## config.mk

```make
export PLATFORM = sky130hd
export DESIGN_NAME = gcd_controller
export DESIGN_NICKNAME = d
export VERILOG_FILES = /design/src/rtl/gcd_controller.sv
export SDC_FILE = /design/constraint.sdc
export NUM_CORES = 1
export LEC_CHECK = 0
export CORE_MARGIN = 4
export CORE_UTILIZATION = 51
export CTS_BUF_LIST = sky130_fd_sc_hd__clkbuf_4
export DETAILED_ROUTE_END_ITERATION = 16
export GPL_TIMING_DRIVEN = 0
export HOLD_SLACK_MARGIN = 0.06
export PLACE_DENSITY_LB_ADDON = 0.1
export SETUP_SLACK_MARGIN = 0.1
export SLEW_MARGIN = 20
export SYNTH_ARGS = -nofsm -noshare
export SYNTH_HDL_FRONTEND = slang
export SYNTH_SLANG_ARGS = --single-unit
```

## constraint.sdc

```tcl
create_clock -name clk -period 2.2 [get_ports clk]
set_input_delay 0.44 -clock clk [delete_from_list [all_inputs] [get_ports clk]]
set_output_delay 0.44 -clock clk [all_outputs]
set_load 0.01 [all_outputs]
```

## src/rtl/gcd_controller.sv

```systemverilog
// gcd_controller: start/busy/done control FSM for a subtractive GCD datapath with an iteration-limit abort.
// Define GCD_CTRL_ITER_OUT_EN to add iter_o, the registered subtraction count of the last completed operation.
module gcd_controller #(
    parameter int ITER_W   = 8,
    parameter int MAX_ITER = 255
) (
    input  logic              clk,
    input  logic              rst,
    input  logic              start,
    input  logic              xeqy,
    input  logic              xgty,
    output logic              ldx,
    output logic              ldy,
    output logic              ldd,
    output logic              Sx,
    output logic              Sy,
    output logic              Ss,
    output logic              busy,
    output logic              done,
`ifdef GCD_CTRL_ITER_OUT_EN
    output logic [ITER_W-1:0] iter_o,
`endif
    output logic              err
);
    typedef enum logic [1:0] {IDLE, LOAD, RUN, DONE} state_t;
    state_t state_q, state_d;
    logic [ITER_W-1:0] cnt_q, cnt_d;
    logic err_q, err_d;
    logic at_max, run_sub;
    // Limit is checked before the increment, so the counter never wraps.
    assign at_max = cnt_q == ITER_W'(MAX_ITER);
    always_ff @(posedge clk) begin
        if (rst) begin
            state_q <= IDLE;
            cnt_q   <= '0;
            err_q   <= 1'b0;
        end else begin
            state_q <= state_d;
            cnt_q   <= cnt_d;
            err_q   <= err_d;
        end
    end
    always_comb begin
        state_d = state_q;
        cnt_d   = cnt_q;
        err_d   = err_q;
        case (state_q)
            IDLE: state_d = start ? LOAD : IDLE;
            LOAD: begin
                cnt_d   = '0;
                state_d = RUN;
            end
            RUN: begin
                if (xeqy || at_max) begin
                    state_d = DONE;
                    err_d   = !xeqy;
                end else begin
                    cnt_d = cnt_q + 1'b1;
                end
            end
            default: state_d = IDLE;
        endcase
    end
    always_comb begin
        run_sub = state_q == RUN && !xeqy && !at_max;
        busy    = state_q == LOAD || state_q == RUN;
        done    = state_q == DONE;
        err     = done && err_q;
        ldd     = state_q == RUN && xeqy;
        Sx      = run_sub && xgty;
        Sy      = run_sub && !xgty;
        Ss      = Sy;
        ldx     = state_q == LOAD || Sx;
        ldy     = state_q == LOAD || Sy;
    end
`ifdef GCD_CTRL_ITER_OUT_EN
    logic [ITER_W-1:0] iter_q;
    always_ff @(posedge clk) begin
        if (rst)
            iter_q <= '0;
        else if (state_q == RUN && state_d == DONE)
            iter_q <= cnt_q;
    end
    assign iter_o = iter_q;
`endif
endmodule
```

==> impl_metrics.ini, run 1 <==
[sta]
drv_slew = 0
max_freq_ghz = 0.475
period_minus_slack_ns = 2.10
rsz0062_at_grt = true
finalCritPeriodShare = 0.956
hold_viol = 0
worstMarginPinSlew_ns = 0.425
setup_violations = 0
relSlewSlack = 0.717
clock_skew_ns = 0.00698

[critical_path]
cp.required_ns = 1.76
rr_startpoint = cnt_q[1]
worst-setup-path-type = register to output pin
cp-start-kind = register
worstPathArrival_ns = 1.66
critPathMaxFanout = 5
critPathCaptureType = output pin
startpoint = cnt_q[1]

[placed_design]
port_buffers = 13
place_congestion = 0.796
place_area_um2 = 812
hpwl_um = 1190

[power]
seqPwrFrac = 0.370
power.switching_w = 0.000231
p_sw_frac = 0.352
internal_power_w = 0.000425
p_leak_nw = 0.375
ir_drop_mv = 0.461
p_total_w = 0.000656
combPwrFrac = 0.412
powerDensity_nw_per_um2 = 688
pwr-share-clk = 0.218

[cells_and_area]
design_area_um2 = 953
diodes = 0
num-nets-final = 113
syn2layout_area_growth_pct = 43.5
drive_gt1_frac = 0.343

[logic_synthesis]
synth-compound-area-share = 0.241
synth_top_cell_by_area = dfxtp_1
synth_area_leaders = dfxtp_1 33%, ha_1 9.4%, nand2_1 4.5%
synthMuxAreaShare = 0
ys_ff_latch = 11
syn-cell-area_um2 = 664
ys_warn_count = 0
synth_top_family_by_area = simple AND/OR/NAND/NOR gates
synth-adder-area-share = 0.0942
synthXorXnorAreaFrac = 0
synthSimpleGateAreaFrac = 0.254
synth_top_cell_area_share = 0.331
syn-instance-count = 77
synth-seq-area-share = 0.331
syn_area_per_cell_um2 = 8.63
synthesis.nets = 87
ys_types = 31

[drt]
first_pass_iters = 4
drtIter0Drc = 28
routed_wl_um = 1890
wl_per_cell_um = 16.3
vias = 708
drtAntennaViolNets = 0
drc = 0
vias_per_cell = 6.10

[clock_tree]
clk-insertion-delay-late_ns = 0.28
cts-root-buf = clkbuf_4
clkTransAtPathRegs_ns = 0.07
cts_sinks = 11
htreeDepth = 1
hold_buffers = 0
clock_path_buffers = 2
cts_buffers = 3
cts_tree = built

[floorplanning]
initial_core_util = 0.567
core_area_um2 = 1170
io_pins = 14
fp.dieW_um = 44.1
dieArea_um2 = 1940
rows = 12
die_h_um = 44.1

[global_route]
antenna_found_initial = 0
grt_pass1_vias = 701
grt.overflow.total = 0
grt_usage = 0.207
grt_pass1_wl_um = 3030
grt_max_degree = 11

[status]
outcome = completed

[min_path]
min_path_type = register to register
min_from = cnt_q[7]

[run]
cap_viol_max_count = 0
## path summary, 6_finish.rpt
path | end | cells after the start | slack (ns)
setup / recovery | ldx | 6 | 0.1
hold reg to reg | cnt_q[7] | 1 | 0.50
setup reg to reg | cnt_q[7] | 8 | 0.49
hold / removal | cnt_q[7] | 1 | 0.50
## placed cells by master (no fill, tap or decap), drive strengths merged, types with 2 or more instances in the layout
master          n
and2            3
o41ai           3
o21a            2
ha              5
clkdlybuf4s50   7
o21ai           2
buf            14
a21oi           5
dlygate4sd2     3
clkbuf          4
nor2            4
nand2b          3
nand3           4
or2             2
nand2           8
inv             4
a31oi           2
dfxtp          11
o2111ai         3
## Yosys cell counts (all sizes together)
library cell	count
a31o	1
nand2	8
or3	1
o221a	1
o311a	1
o21a	2
and3	1
buf	3
o21ai	2
or4	1
nor4	1
nor3	1
and2	3
inv	4
a21oi	5
nor2b	1
nand3	4
o41ai	3
a21o	1
a211oi	1
and4	1
dfxtp	11
a31oi	2
o2111ai	3
ha	5
clkbuf	1
nand2b	3
or2	2
nor2	4
## area by class of cell
class / instances / area [um2]
buffer: 4 / 37.5
clock buffer: 3 / 22.5
clock inverter: 1 / 5.00
fill: 79 / 218
inverter: 4 / 17.5
multi-input combinational: 58 / 448
sequential: 11 / 228
tap: 14 / 17.5
timing repair buffer: 21 / 178
## routing by layer
metal	track usage	wire, um	vias up
met5	0	0	-
met4	0.0843	64	0
met3	0.0650	120	10
met2	0.363	932	32
met1	0.229	774	332
li1	-	-	334
## worst max-delay path, cell delays in order (launching register included)
cell and delay [ns]:
dfxtp_2 0.36, ha_4 0.14, and4_4 0.26, a21oi_4 0.08, and2_4 0.16, or2_2 0.26
buf_2 0.14
## metrics by stage
step	instances	hold WS (ns)	setup slack, ns	utilization	TNS [ns]
global route	116	0.524	0.0227	0.814	0
global placement	104	0.465	-0.427	0.693	-1.84
detailed placement	104	0.482	-0.451	0.693	-1.95
finish	116	0.496	0.0966	0.814	0
floorplan	77	0.444	0.345	-	0
CTS	114	0.493	0.103	0.794	0
## state kept, by name (all words and copies together) (netlist names)
signal,cells
cnt_q,8
err_q,1
state_q,2
## power groups by stage
stage,combinational (W),clock (W),sequential (W)
2_1_floorplan,0.000139,0,0.000233
4_1_cts,0.000266,0.000146,0.000237
3_5_place_dp,0.000230,0,0.000238
6_report,0.000270,0.000143,0.000243
3_3_place_gp,0.000227,0,0.000237
5_1_grt,0.000299,0.000161,0.000246
## timing repair
| action | 4_1_cts | 5_1_grt |
|---|---|---|
| endpoints found under the setup margin | 6 | 7 |
| pin swaps | 2 | 1 |
| buffers inserted | 6 | 2 |
| gates cloned | 0 | 0 |
| gates resized for setup | 30 | 4 |
## cell families after synthesis
group,after synthesis
simple gates,31
flops,11
fa+ha+maj,5
buf+inv,8
compound gates,22
(Power assumes the default switching activity.)
==> inputs of run 2 (changes only) <==
Settings changed: CTS_BUF_LIST sky130_fd_sc_hd__clkbuf_4 to sky130_fd_sc_hd__clkbuf_8, TNS_END_PERCENT set to 1.
==> run 2 against run 1 <==
Cell count fell by 1.7%. Worst hold slack got worse by 0.00073 ns. Register-to-register slack got worse by 0.02 ns. Critical endpoint unchanged. Combinational power fell by 2%. Critical path type unchanged. Design area fell by 0.92%. Clock skew fell by 0.0011 ns. Clock-buffer cell count did not move. Power rose by 7.8%. Clock power rose by 45%. Setup slack improved by 0.020 ns. Utilization fell by 0.75 points. Global-route usage fell by 0.33 points.
==> impl_metrics.ini, run 2 (synthesis gave the netlist of run 1 again) <==
[cells_and_area]
syn2layout_area_growth_pct = 42.2
largest_register = cnt_q
multi_input_area_um2 = 440
diodes = 0
seq_area_um2 = 226
fillers = 80
largest_reg_flops = 8
layout_common_cells = 8 x nand2_1, 8 x buf_4, 8 x dfxtp_1
reg_top3 = cnt_q (8), state_q (2), err_q (1)
fin_util = 0.807
finalNonFillerCells = 114
drive_gt1_frac = 0.310
design_area_um2 = 945
num-nets-final = 111

[floorplanning]
dieArea_um2 = 1940
core_area_um2 = 1170
initial_core_util = 0.567
die_h_um = 44.1
rows = 12
fp.dieW_um = 44.1
io_pins = 14

[placed_design]
port_buffers = 13
hpwl_um = 1190
place_area_um2 = 812
place_congestion = 0.796
placed_cells = 104

[critical_path]
worst-setup-path-type = register to output pin
worstPathArrival_ns = 1.64
cp.required_ns = 1.76
cp-start-kind = register
critPathMaxFanout = 5
critPathCaptureType = output pin

[sta]
period_minus_slack_ns = 2.08
clock_skew_ns = 0.00586
max_freq_ghz = 0.480
setup_violations = 0
worstMarginPinSlew_ns = 0.469
holdWs_ns = 0.495
relSlewSlack = 0.687
hold_viol = 0
rsz0062_at_grt = true
drv_slew = 0
finalCritPeriodShare = 0.947

[clock_tree]
clock_path_buffers = 2
clkTransAtPathRegs_ns = 0.05
cts_tree = built
cts_buffers = 3
htreeDepth = 1
cts-root-buf = clkbuf_8
clk-insertion-delay-late_ns = 0.24
cts_sinks = 11

[global_route]
grt_pass1_wl_um = 2970
grt_pass1_vias = 672
antenna_found_initial = 0
grt.overflow.total = 0
grt_usage = 0.204
grt_max_degree = 11

[drt]
wl_per_cell_um = 15.8
routed_wl_um = 1800
drtAntennaViolNets = 0
drtIter0Drc = 22
vias = 710
vias_per_cell = 6.23
first_pass_iters = 4
drc = 0

[power]
powerDensity_nw_per_um2 = 749
p_leak_nw = 0.365
ir_drop_mv = 0.551

[status]
outcome = completed

[min_path]
min_path_type = register to register

[run]
cap_viol_max_count = 0
## run 2: changes by cell type in the layout (fill, tap and decap cells not counted), sizes merged
cell,delta
buf,-2
clkbuf,+1
dlygate4sd2,-1
## run 2: final timing paths
| check | startpoint | endpoint | slack [ns] | cells past startpoint |
|---|---|---|---|---|
| worst max-delay path | cnt_q[1] | ldx | 0.12 | 6 |
| worst min-delay path | cnt_q[7] | cnt_q[7] | 0.49 | 1 |
| worst max register to register | cnt_q[1] | cnt_q[6] | 0.47 | 8 |
| worst min register to register | cnt_q[7] | cnt_q[7] | 0.49 | 1 |
## run 2: area by class of cell
class / instances / area share
repair buffers: 19 / 0.171
multi-input cells: 58 / 0.466
clock inverters: 1 / 0.00530
plain buffers: 4 / 0.0397
clock buffers: 3 / 0.0437
inverters: 4 / 0.0159
well taps: 14 / 0.0185
flip-flops and latches: 11 / 0.240
## run 2: routing by layer
layer,up-vias,global-route usage,share of wire
met5,-,0,0
met4,0,0.0663,0.013
li1,331,-,-
met2,40,0.349,0.48
met1,335,0.232,0.41
met3,4,0.0772,0.090
## run 2: worst max-delay path, stage by stage, from the launching register on
cell     delay (ns)
dfxtp_4        0.37
ha_4           0.14
and4_4         0.26
a21oi_4        0.08
and2_1         0.16
or2_2          0.26
buf_2          0.14
## run 2: timing repair
action	CTS	global route
gates resized for setup	25	4
hold buffers	0	0
setup buffers	3	3
endpoints found under the setup margin	6	7
pin swaps	0	2
gates cloned	0	0
## run 2: power breakdown
group / switching [W] / total [W] / internal (W)
Clock: 0.0000823 / 0.000207 / 0.000125
Combinational: 0.000130 / 0.000264 / 0.000135
Sequential: 0.0000199 / 0.000236 / 0.000216
## run 2: stage by stage
step,setup TNS (ns),power (W),worst slack [ns]
4_1_cts,0,0.000694,0.0454
3_3_place_gp,-1.84,0.000464,-0.427
5_1_grt,0,0.000756,0.0326
3_5_place_dp,-1.95,0.000468,-0.451
2_1_floorplan,0,0.000372,0.345
6_report,0,0.000708,0.117
